`src/rtl/spi_pkg.sv`:
```
// Shared definitions for the SPI controller slice.
// Holds the frame geometry, the R/W bit encodings, the controller FSM state type and a
// helper that packs a host request into the 16-bit frame shifted out on COPI.
package spi_pkg;

  localparam int unsigned FrameWidth = 16;
  localparam int unsigned AddrWidth  = 7;
  localparam int unsigned DataWidth  = 8;

  localparam logic RW_WRITE = 1'b1;
  localparam logic RW_READ  = 1'b0;

  typedef enum logic [2:0] {
    StIdle,
    StSetup,
    StShift,
    StHold,
    StGap
  } spi_state_e;

  // Frame layout, MSB first on the wire: {rw, addr[6:0], data[7:0]}.
  function automatic logic [FrameWidth-1:0] build_frame(input logic                 rw,
                                                        input logic [AddrWidth-1:0] addr,
                                                        input logic [DataWidth-1:0] data);
    return {rw, addr, data};
  endfunction

endpackage

```
`src/rtl/spi_controller_if.sv`:
```
// Host-side handshake bundle of the SPI controller.
//   req/ready      : frame request, accepted on a cycle with both high
//   rw/addr/wdata  : frame contents, captured at acceptance
//   rdata          : byte shifted in from CIPO during the last frame
//   done           : one-cycle pulse at end of frame
//   busy           : high from acceptance until nCS returns high
// Modport master is the host issuing frames; modport slave is the controller.
interface spi_controller_if;
  import spi_pkg::*;

  logic                 req;
  logic                 ready;
  logic                 rw;
  logic [AddrWidth-1:0] addr;
  logic [DataWidth-1:0] wdata;
  logic [DataWidth-1:0] rdata;
  logic                 done;
  logic                 busy;

  modport master (
    output req, rw, addr, wdata,
    input  ready, rdata, done, busy
  );

  modport slave (
    input  req, rw, addr, wdata,
    output ready, rdata, done, busy
  );

endinterface

```
`src/rtl/spi_clk_div.sv`:
```
// SCLK half-period timer.
// Counts 0..ClkDiv-1 and flags the terminal count; held at zero while clear_i is high so the
// first half-period after a frame start is exactly ClkDiv cycles long.
//   clk, rst_n : system clock, asynchronous active-low reset
//   clear_i    : hold the count at zero
//   tick_o     : high in the last cycle of each half-period
module spi_clk_div #(
  parameter int unsigned ClkDiv = 4
) (
  input  logic clk,
  input  logic rst_n,
  input  logic clear_i,
  output logic tick_o
);

  logic [7:0] cnt_q, cnt_d;

  assign tick_o = (cnt_q == 8'(ClkDiv - 1));

  always_comb begin
    cnt_d = cnt_q + 8'd1;
    if (clear_i || tick_o) begin
      cnt_d = '0;
    end
  end

  always_ff @(posedge clk or negedge rst_n) begin
    if (!rst_n) begin
      cnt_q <= '0;
    end else begin
      cnt_q <= cnt_d;
    end
  end

endmodule

```
`src/rtl/spi_controller.sv`:
```
// SPI mode-0 controller issuing one 16-bit frame per accepted host request.
// Frame: setup half-period, 16 SCLK pulses (COPI = {rw, addr, wdata} MSB first), hold
// half-period, then nCS high with a done pulse and a 2-half-period gap before ready returns.
// CIPO is sampled in the last cycle of the high phase of bits 8..15 and the byte is published
// on rdata in the done cycle.
//   clk, rst_n : system clock, asynchronous active-low reset
//   bus        : host handshake (slave modport)
//   SCLK, nCS, COPI, CIPO : SPI bus pins; all outputs come straight from flops
module spi_controller
  import spi_pkg::*;
#(
  parameter int unsigned CLK_DIV = 4
) (
  input  logic              clk,
  input  logic              rst_n,
  spi_controller_if.slave   bus,
  output logic              SCLK,
  output logic              nCS,
  output logic              COPI,
  input  logic              CIPO
);

  spi_state_e state_q, state_d;

  logic [3:0]            bit_q, bit_d;      // index of the bit currently on the wire
  logic                  hi_q, hi_d;        // SCLK phase within the current bit
  logic                  gap_q, gap_d;      // second half-period of the gap
  logic [FrameWidth-1:0] tx_q, tx_d;        // bits still to be driven, left aligned
  logic [DataWidth-1:0]  rx_q, rx_d;
  logic [DataWidth-1:0]  rdata_q, rdata_d;
  logic                  sclk_q, sclk_d;
  logic                  copi_q, copi_d;
  logic                  ncs_q, ncs_d;
  logic                  done_q, done_d;
  logic                  init_q;            // keeps ready low until the first edge after reset

  logic                  ready;
  logic                  accept;
  logic                  tick;
  logic [FrameWidth-1:0] frame;

  assign ready  = init_q && (state_q == StIdle);
  assign accept = bus.req && ready;
  assign frame  = build_frame(bus.rw, bus.addr, bus.wdata);

  spi_clk_div #(
    .ClkDiv (CLK_DIV)
  ) u_clk_div (
    .clk     (clk),
    .rst_n   (rst_n),
    .clear_i (state_q == StIdle),
    .tick_o  (tick)
  );

  always_comb begin
    state_d = state_q;
    bit_d   = bit_q;
    hi_d    = hi_q;
    gap_d   = gap_q;
    tx_d    = tx_q;
    rx_d    = rx_q;
    rdata_d = rdata_q;
    sclk_d  = sclk_q;
    copi_d  = copi_q;
    ncs_d   = ncs_q;
    done_d  = 1'b0;

    unique case (state_q)
      StIdle: begin
        if (accept) begin
          state_d = StSetup;
          ncs_d   = 1'b0;
          sclk_d  = 1'b0;
          copi_d  = frame[FrameWidth-1];
          tx_d    = {frame[FrameWidth-2:0], 1'b0};
          bit_d   = '0;
          rx_d    = '0;
          gap_d   = 1'b0;
        end
      end

      StSetup: begin
        if (tick) begin
          state_d = StShift;
          sclk_d  = 1'b1;
          hi_d    = 1'b1;
        end
      end

      StShift: begin
        if (tick) begin
          if (hi_q) begin
            // End of high phase: sample the data byte, then drop SCLK.
            if (bit_q[3]) begin
              rx_d = {rx_q[DataWidth-2:0], CIPO};
            end
            sclk_d = 1'b0;
            hi_d   = 1'b0;
            if (bit_q == 4'd15) begin
              state_d = StHold;
            end else begin
              copi_d = tx_q[FrameWidth-1];
              tx_d   = {tx_q[FrameWidth-2:0], 1'b0};
            end
          end else begin
            sclk_d = 1'b1;
            hi_d   = 1'b1;
            bit_d  = bit_q + 4'd1;
          end
        end
      end

      StHold: begin
        if (tick) begin
          state_d = StGap;
          ncs_d   = 1'b1;
          done_d  = 1'b1;
          rdata_d = rx_q;
          gap_d   = 1'b0;
        end
      end

      StGap: begin
        if (tick) begin
          if (gap_q) begin
            state_d = StIdle;
          end else begin
            gap_d = 1'b1;
          end
        end
      end

      default: begin
        state_d = StIdle;
        ncs_d   = 1'b1;
        sclk_d  = 1'b0;
      end
    endcase
  end

  always_ff @(posedge clk or negedge rst_n) begin
    if (!rst_n) begin
      state_q <= StIdle;
      bit_q   <= '0;
      hi_q    <= 1'b0;
      gap_q   <= 1'b0;
      tx_q    <= '0;
      rx_q    <= '0;
      rdata_q <= '0;
      sclk_q  <= 1'b0;
      copi_q  <= 1'b0;
      ncs_q   <= 1'b1;
      done_q  <= 1'b0;
      init_q  <= 1'b0;
    end else begin
      state_q <= state_d;
      bit_q   <= bit_d;
      hi_q    <= hi_d;
      gap_q   <= gap_d;
      tx_q    <= tx_d;
      rx_q    <= rx_d;
      rdata_q <= rdata_d;
      sclk_q  <= sclk_d;
      copi_q  <= copi_d;
      ncs_q   <= ncs_d;
      done_q  <= done_d;
      init_q  <= 1'b1;
    end
  end

  assign SCLK      = sclk_q;
  assign nCS       = ncs_q;
  assign COPI      = copi_q;
  assign bus.ready = ready;
  assign bus.busy  = ~ncs_q;
  assign bus.done  = done_q;
  assign bus.rdata = rdata_q;

endmodule

```
`src/flat_wrapper.sv`:
```
// flat-port wrapper written by rule: the top's interface ports become plain ports
module spi_controller_flat import spi_pkg::*;
#(
  parameter int unsigned CLK_DIV = 4
)
  (clk, rst_n, SCLK, nCS, COPI, CIPO, bus_req, bus_rw, bus_addr, bus_wdata, bus_ready, bus_rdata, bus_done, bus_busy);
  spi_controller_if bus_i ();
  input  logic clk;
  input  logic rst_n;
  output logic SCLK;
  output logic nCS;
  output logic COPI;
  input  logic CIPO;
  input wire logic [$bits(bus_i.req)-1:0] bus_req;
  input wire logic [$bits(bus_i.rw)-1:0] bus_rw;
  input wire logic [$bits(bus_i.addr)-1:0] bus_addr;
  input wire logic [$bits(bus_i.wdata)-1:0] bus_wdata;
  output wire logic [$bits(bus_i.ready)-1:0] bus_ready;
  output wire logic [$bits(bus_i.rdata)-1:0] bus_rdata;
  output wire logic [$bits(bus_i.done)-1:0] bus_done;
  output wire logic [$bits(bus_i.busy)-1:0] bus_busy;
  assign bus_i.req = bus_req;
  assign bus_i.rw = bus_rw;
  assign bus_i.addr = bus_addr;
  assign bus_i.wdata = bus_wdata;
  assign bus_ready = bus_i.ready;
  assign bus_rdata = bus_i.rdata;
  assign bus_done = bus_i.done;
  assign bus_busy = bus_i.busy;
  spi_controller #(.CLK_DIV(CLK_DIV)) u_core (.clk(clk), .rst_n(rst_n), .bus(bus_i), .SCLK(SCLK), .nCS(nCS), .COPI(COPI), .CIPO(CIPO));
endmodule
```
`config.mk`:
```
export PLATFORM = sky130hd
export DESIGN_NAME = spi_controller_flat
export DESIGN_NICKNAME = d
export VERILOG_FILES = /design/src/rtl/spi_pkg.sv /design/src/rtl/spi_controller_if.sv /design/src/rtl/spi_clk_div.sv /design/src/rtl/spi_controller.sv /design/src/flat_wrapper.sv
export SDC_FILE = /design/constraint.sdc
export NUM_CORES = 1
export LEC_CHECK = 0
export CAP_MARGIN = 15
export CELL_PAD_IN_SITES_DETAIL_PLACEMENT = 1
export CELL_PAD_IN_SITES_GLOBAL_PLACEMENT = 2
export CORE_UTILIZATION = 33
export CTS_CLUSTER_SIZE = 12
export DETAILED_ROUTE_END_ITERATION = 16
export GPL_ROUTABILITY_DRIVEN = 1
export PLACE_DENSITY = 0.86
export SYNTH_ARGS = -nofsm -noshare
export SYNTH_HDL_FRONTEND = slang
export SYNTH_SLANG_ARGS = --single-unit
```
`constraint.sdc`:
```
create_clock -name clk -period 2.25 [get_ports clk]
set_input_delay 0.45 -clock clk [delete_from_list [all_inputs] [get_ports clk]]
set_output_delay 0.45 -clock clk [all_outputs]
set_load 0.1 [all_outputs]
```
; After elaboration in Yosys (flattened, before gate mapping)
; Cells that the tools add are included.
[totals]
output_inout_bits = 14
reg_bits = 54
in_bits = 20
[op_classes]
n_mux = 40
reduce_logical = 18
n_eq_ne = 17
add_sub_neg = 2
bitwise_logic = 3
[op_table]
columns = operator, count
row1 = 16-bit 2-to-1 mux, 4
row2 = 8-bit 2-to-1 mux, 5
row3 = 16-bit one-hot mux with 2 select lines, 1
row4 = 3-bit 2-to-1 mux, 8
row5 = 8-bit one-hot mux with 2 select lines, 1
row6 = 3-bit one-hot mux with 5 select lines, 1
row7 = 4-bit 2-to-1 mux, 3
row8 = 2-bit inequality test (second input constant), 6
row9 = 4-bit AND reduction, 3
row10 = 1-bit 2-to-1 mux, 11
row11 = 2-bit by 1-bit inequality test with 1-bit output (second input constant), 5
row12 = 5-bit AND reduction, 2
row13 = 8-bit by 1-bit adder with 8-bit output (second input constant), 1
row14 = 8-bit by 2-bit equality test with 1-bit output (second input constant), 1
row15 = 4-bit one-hot mux with 2 select lines, 1
row16 = 8-bit AND reduction, 1
row17 = 3-bit by 2-bit equality test with 1-bit output (second input constant), 2
row18 = 1-bit one-hot mux with 3 select lines, 2
row19 = 3-bit AND reduction, 2
row20 = 4-bit by 1-bit adder with 4-bit output (second input constant), 1
row21 = 4-bit equality test (second input constant), 1
row22 = 1-bit one-hot mux with 2 select lines, 2
row23 = 1-bit one-hot mux with 4 select lines, 1
row24 = 2-bit nonzero test, 2
row25 = 10 further kinds, 13

; Depth between registers and ports, before layout
; Gate-level depths: netlist (run 1).
[depth]
ltp_word = 5
mapped_depth = 6
mapped_depth_nobuf = 5

; Cells and area by module
; From an unflattened synthesis (run 1), not the netlist that was laid out.
[unflattened]
hier_cells = 213
hier_area_um2 = 2592.5
[by_module_without_submodules]
columns = module, seq_area_each_um2, cells_per_inst, area_each_um2, n_inst
row1 = spi_controller, 1127.3, 174, 2184.6, 1
row2 = spi_clk_div, 200.2, 39, 407.9, 1

; Least setup slack after synthesis (run 1)
; Ideal clock, no wire load.
[synth_path]
path_type = reg-to-output
from = register u_core.state_q[1]
to = output bus_ready
required_ns = 1.800
path_buffers = 2
arrival_ns = 3.212
setup_slack_ns = -1.412
path_stages_with_launch = 5
cell_sequence = dfrtp_1 > clkbuf_1 > or2_2 > clkbuf_1 > nor3b_1
[synth_between]
elab_chain_cells = 2
[synth_lines]
columns = item, line
row1 = "start, declared", spi_controller.sv:23  ; spi_state_e state_q, state_d;
row2 = "start signal, assigned", spi_controller.sv:143  ; state_q <= StIdle;
row3 = "start signal, assigned", spi_controller.sv:156  ; state_q <= state_d;
row4 = 3-bit logical NOT, spi_controller.sv:42  ; assign ready = init_q && (state_q == StIdle);
row5 = 1-bit logical AND, spi_controller.sv:42
row6 = "end, declared", flat_wrapper.sv:18  ; output wire logic [$bits(bus_i.ready)-1:0] bus_ready;
; Every way passes these cells.

; Final worst setup path (run 1)
[layout_path]
from = register u_core.u_clk_div.cnt_q[1]
to = register u_core.tx_q[12]
[layout_between]
elab_chain_cells = 3
[layout_lines]
columns = item, line
row1 = "start, declared", spi_clk_div.sv:16  ; logic [7:0] cnt_q, cnt_d;
row2 = "start signal, assigned", spi_clk_div.sv:31  ; cnt_q <= cnt_d;
row3 = 8-bit by 2-bit equality test with 1-bit output, spi_clk_div.sv:18  ; assign tick_o = (cnt_q == 8'(ClkDiv - 1));
row4 = 2-bit inequality test (no line), n/a
row5 = 5-bit AND reduction (no line), n/a
row6 = "end signal, assigned", spi_controller.sv:160  ; tx_q <= tx_d;
row7 = "end, declared", spi_controller.sv:28  ; logic [FrameWidth-1:0] tx_q, tx_d;
; Every way passes these cells.
; A chain may end at the register's enable or synchronous reset.

==> results of run 1 <==
flip-flops by register name, indices dropped and copies added, names as in the netlist:
| signal | cells |
|---|---|
| u_core.COPI | 1 |
| u_core.SCLK | 1 |
| u_core.bit_q | 4 |
| u_core.bus.done | 1 |
| u_core.bus.rdata | 8 |
| u_core.gap_q | 1 |
| u_core.hi_q | 1 |
| u_core.init_q | 1 |
| u_core.nCS | 1 |
| u_core.rx_q | 8 |
| u_core.state_q | 3 |
| u_core.tx_q | 15 |
| u_core.u_clk_div.cnt_q | 8 |
worst paths after layout:
path	from	to
max	u_core.u_clk_div.cnt_q[1]$_DFF_PN0_	u_core.tx_q[12]$_DFFE_PN0P_
min	rst_n	u_core.u_clk_div.cnt_q[4]$_DFF_PN0_
max reg2reg	u_core.u_clk_div.cnt_q[1]$_DFF_PN0_	u_core.tx_q[12]$_DFFE_PN0P_
min reg2reg	u_core.bus.rdata[1]$_DFFE_PN0P_	u_core.bus.rdata[1]$_DFFE_PN0P_
max in group asynchronous	rst_n	u_core.rx_q[4]$_DFFE_PN0P_
min in group clk	u_core.bus.rdata[1]$_DFFE_PN0P_	u_core.bus.rdata[1]$_DFFE_PN0P_
repair_timing:
item                       in CTS  in global routing
gates cloned                    0                  0
pin swaps                       1                  0
resized for setup               0                  1
buffers inserted                1                  0
setup endpoints to repair       3                  2
worst register-to-register path: cells and delay by family (launching register included):
family	cells	cell delay (ns)
fa+ha+maj	1	0.19
simple gates	2	0.63
buf+inv	1	0.17
flops	1	0.40
compound gates	1	0.33
mux	1	0.32
logic make-up (layout without fill, tap and decap cells):
| kind of cell | after synthesis | count (layout) |
|---|---|---|
| other | 1 | 1 |
| flip-flops | 53 | 53 |
| AND/OR/NAND/NOR | 57 | 57 |
| XOR/XNOR | 7 | 7 |
| adder cells (fa/ha/maj) | 2 | 2 |
| multiplexers | 48 | 48 |
| buffers and inverters | 23 | 66 |
| AO/OA/AOI/OAI | 24 | 24 |
Yosys cell counts, types with 2 or more instances:
cell type	count
clkbuf_1	6
nor3_1	4
nand2_1	16
o2bb2ai_1	2
a311oi_1	2
nand3_1	8
mux2i_1	8
dfrtp_1	52
ha_1	2
nor2_1	13
xor2_1	5
a31oi_1	2
a21oi_1	4
or2_2	3
inv_1	15
o21ai_0	2
xnor2_1	2
and3_1	2
mux2_2	30
mux2_4	10
layout make-up:
class / count / area, um2 / share of cell area [%]
clock inverter: 2 / 13.76 / 0.4339
tap: 99 / 123.9 / 3.905
multi-input combinational: 139 / 1175 / 37.04
timing repair buffer: 43 / 402.9 / 12.70
inverter: 15 / 56.30 / 1.775
sequential: 53 / 1328 / 41.85
clock buffer: 6 / 72.57 / 2.288
stage by stage:
| step | power [mW] | util, % | hold WS [ns] | instances |
|---|---|---|---|---|
| 2_1_floorplan | 3.387 | - | 0.1544 | 215 |
| 3_3_place_gp | 3.913 | 41.29 | 0.4877 | 348 |
| 3_5_place_dp | 3.985 | 41.29 | 0.4924 | 348 |
| 4_1_cts | 4.569 | 42.73 | 0.2769 | 357 |
| 5_1_grt | 4.800 | 42.81 | 0.3143 | 357 |
| 6_report | 4.517 | 42.81 | 0.2409 | 357 |
layout by cell type (no fill, tap or decap), types with 3 or more instances in the layout:
master and count:
nor3_1 4, nand2_1 16, buf_12 3, mux2_2 30
dfrtp_1 52, or2_2 3, nor2_1 13, nand3_1 8
clkdlybuf4s50_1 18, inv_1 15, clkbuf_8 5, mux2_4 10
buf_4 21, mux2i_1 8, a21oi_1 4, xor2_1 5
report_power, final:
part / total (mW) / internal (mW) / leakage (nW) / switching, mW
Combinational: 2.38 / 0.950 / 0.748 / 1.43
Sequential: 1.60 / 1.32 / 0.684 / 0.284
Clock: 0.535 / 0.222 / 0.0456 / 0.313
layer usage:
metal / global-route usage, % / vias up / wire length, um
met4: 4.032 / 0 / 57
met2: 23.47 / 23 / 2641
met3: 2.189 / 8 / 109
met1: 18.73 / 861 / 2399
met5: 0 / - / 0
li1: - / 830 / -
==> qor.yml, run 1 <==
outcome: "finished clean"
avgSynthCellArea_um2: 11.97
post_synth_xor_area_fraction_pct: 2.382
setup_tns_ns: 0
antenna_cells: 0
cp_top_family: "simple AND/OR/NAND/NOR gates"
initial_core_util_pct: 34.74
dpl-instance-area_um2: 3059
vias_per_cell: 4.824
drtAntennaViolNets: 0
crit_chain: "ha_1 > or4b_4 > o31ai_4 > nand3_4 > buf_12 > mux2_4"
async_flop_share_pct: 100.0
fin_nets: 279
cts_sinks: 53
area_delta_synth_final_pct: 23.24
skew_ns: 0.007620
holdBufCountCts: 0
path_class: "flop to flop"
slew_headroom_pct: 55.48
setup_slack_ns: 0.1134
layout-drive-gt1-share_pct: 32.17
yosys.area_share.simple_pct: 11.67
fmax_ghz: 0.4680
drt_pass1_iterations: 4
worstSetupPathDepth: 6
dpl_worst_slack_ns: 0.02147
portBuffers: 33
yosysUniqueCellTypes: 47
seq_area_frac_synth_pct: 51.58
clock_latency_ns: 0.31
postRouteWirelength_mm: 5.207
core_um2: 7408
synth_area_leaders: "dfrtp_1 (51%), mux2_2 (13%), mux2_4 (5.8%), mux2i_1 (3.1%), nand2_1 (2.3%)"
p_leak_nw: 1.478
ctsHtreeMaxLevel: 2
cap_viol_max_count: 0
pwr_density_cell_nw_per_um2: 1424
die_w_um: 90.31
clockBufferDepth: 2
syn_nets: 237
finalCriticalPeriod_ns: 2.137
die_area_um2: 8156
path_clk_slew_ns: 0.10
peakVddDrop_v: 0.0003502
finalHoldViolCount: 0
synth-compound-area-share_pct: 7.487
antenna_found_initial: 0
ioPinCount: 34
row_count: 31
grt_pass1_wl_mm: 9.225
gp_congestion: 0.8122
synth_top_cell_area_share_pct: 50.56
tightest_slew_ns: 0.6678
final_cell_area_um2: 3172
worstHoldPathType: "input pin to asynchronous set/reset pin"
die_h_um: 90.31
cp_max_fo: 16
synth_largest_area_cell: "dfrtp_1"
regToRegSetupSlack_ns: 0.11
critical_path_required_ns: 2.45
grt_max_degree: 54
grt_usage_pct: 13.99
ys.flop_type: "dfrtp_1"
dp_hpwl_mm: 3.649
wl_per_cell_um: 14.59
drt_iter0_drc: 55
drcViolationCount: 0
nFillCells: 793
setup_violations: 0
cts_buffers: 5
arrival_ns: 2.33
synth_top_family_by_area: "multiplexers"
grt_overflow: 0
endpoint_kind: "flop"
period_share_pct: 94.96
startpoint_type: "flop"
crit_slowest_cell: "or4b_4"
cts_tree: "built"
r2r_cells: 6
root_buffer: "clkbuf_8"
grt_pass1_vias: 1873
maxSlewViolCount: 0
synth_warnings: 0
netlist_area_um2: 2574
ys_ff_latch: 53
synthMuxAreaShare_pct: 22.07
vias: 1722
rsz0062_at_grt: "no"
synth_fa_ha_area_share_pct: 0.9723
critPathBufInv: 1
cpPeakStageDelay_ns: 0.51
netlist_instances: 215
synth_edf_count: 0
Power figures use the tool's default switching activity.
==> run 2: changes to the inputs <==
--- a/config.mk
+++ b/config.mk
@@ -8,6 +8,7 @@
 export CAP_MARGIN = 15
 export CELL_PAD_IN_SITES_DETAIL_PLACEMENT = 1
 export CELL_PAD_IN_SITES_GLOBAL_PLACEMENT = 2
+export CORE_ASPECT_RATIO = 1.5
 export CORE_UTILIZATION = 33
 export CTS_CLUSTER_SIZE = 12
 export DETAILED_ROUTE_END_ITERATION = 16
==> run 2 against run 1 <==
Compared with the run above: final cell count is 0.56% higher; register-to-register slack barely moved; largest power group unchanged; worst setup slack lost 0.011 ns; die area about the same; critical path type unchanged; sequential cell count did not move; critical endpoint is now u_core.tx_q[9]$_DFFE_PN0P_; via count increased by 0.99%; the flow now finishes with violations (design-rule violations).
==> qor.yml, run 2 (synthesis results as in run 1) <==
grt_max_degree: 54
worstHoldPathType: "input pin to asynchronous set/reset pin"
wl_per_cell_um: 14.52
arrival_ns: 2.32
finalHoldViolCount: 0
critical_path_required_ns: 2.42
pwr_density_cell_nw_per_um2: 1453
die_h_um: 110.2
grt_usage_pct: 14.21
drt_iter0_drc: 86
core_um2: 7564
dp_hpwl_mm: 3.780
root_buffer: "clkbuf_16"
antenna_cells: 0
path_class: "flop to flop"
outcome: "finished, violations left"
violations: "design-rule violations"
reg2reg_from: "u_core.u_clk_div.cnt_q[1]$_DFF_PN0_"
clockBufferDepth: 2
grt_pass1_vias: 1861
finalCriticalPeriod_ns: 2.148
regMostFlops: "u_core.tx_q"
cp_max_fo: 16
cts_tree: "built"
slew_headroom_pct: 59.95
postRouteWirelength_mm: 5.213
row_count: 39
ctsHtreeMaxLevel: 2
area_delta_synth_final_pct: 26.30
skew_ns: 0.004900
layout-drive-gt1-share_pct: 32.68
final_cell_area_um2: 3251
maxSlewViolCount: 0
grt_pass1_wl_mm: 8.790
cts_buffers: 5
largest_reg_flops: 15
portBuffers: 33
drcViolationCount: 1
dpl-instance-area_um2: 3083
rsz0062_at_grt: "no"
fmax_ghz: 0.4657
final_common_cell: "dfrtp_1"
peakVddDrop_v: 0.0006871
endpoint_kind: "flop"
p_leak_nw: 1.504
clock_latency_ns: 0.29
vias_per_cell: 4.844
tightest_slew_ns: 0.5967
gp_congestion: 0.8060
drtAntennaViolNets: 0
layout_common_cells: "dfrtp_1 (52), mux2_2 (30), buf_4 (21)"
die_area_um2: 8163
totalPowerFinal_mw: 4.722
period_share_pct: 95.45
antenna_found_initial: 0
vias: 1739
drt_pass1_iterations: 10
startpoint_type: "flop"
ioPinCount: 34
cts_sinks: 53
cap_viol_max_count: 0
grt_overflow: 0
fin_nets: 280
path_clk_slew_ns: 0.06
die_w_um: 74.11
startpoint: "u_core.u_clk_div.cnt_q[1]$_DFF_PN0_"
setup_violations: 0
initial_core_util_pct: 34.03
## run 2: power breakdown
part / switching, mW / internal [mW] / total, mW
combinational: 1.44 / 0.971 / 2.41
sequential: 0.285 / 1.32 / 1.61
clock: 0.309 / 0.398 / 0.707
## run 2: layer usage
layer	routed length [um]	vias up	GRT usage, %
li1	-	829	-
met1	2206	873	17.00
met2	2781	28	24.29
met3	96	9	2.455
met4	129	0	6.868
met5	0	-	0
## run 2: path summary, 6_finish.rpt
path	slack (ns)	depth (start not counted)	endpoint
max	0.10	6	u_core.tx_q[9]$_DFFE_PN0P_
min	0.14	2	u_core.bus.done$_DFF_PN0_
max reg2reg	0.10	6	u_core.tx_q[9]$_DFFE_PN0P_
min reg2reg	0.50	1	u_core.tx_q[3]$_DFFE_PN0P_
max in group asynchronous	1.82	2	u_core.nCS$_DFFE_PN1P_
min in group clk	0.50	1	u_core.tx_q[3]$_DFFE_PN0P_
## run 2: cell type report
type                            count  area (um2)
Clock buffer                        5       125.1
Clock inverter                      1       5.005
Fill cell                         818        4313
Inverter                           15       56.30
Multi-Input combinational cell    139        1186
Sequential cell                    53        1328
Tap cell                          102       127.6
Timing Repair Buffer               44       422.9
## run 2: repair_timing
action                                  in CTS  in global routing
gates resized for setup                      1                  2
endpoints found under the setup margin      24                 20
hold buffers                                 0                  0
pin swaps                                    1                  0
buffers inserted                             1                  0
## run 2: worst max-delay path, stage by stage (launching register included)
cell     delay (ns)
dfrtp_1        0.39
ha_2           0.25
or4b_4         0.51
o31ai_4        0.30
nand3_4        0.11
buf_12         0.17
mux2_4         0.29
## run 2: metrics by stage
step / utilization (%) / TNS [ns] / cells / setup WS (ns) / hold slack, ns
floorplan: - / 0 / 215 / 0.0007508 / 0.1544
global placement: 40.76 / 0 / 352 / 0.06009 / 0.4638
detailed placement: 40.76 / -0.06435 / 352 / -0.009949 / 0.4683
CTS: 42.86 / 0 / 359 / 0.06651 / 0.1565
global route: 42.98 / 0 / 359 / 0.02970 / 0.1609
finish: 42.98 / 0 / 359 / 0.1025 / 0.1438
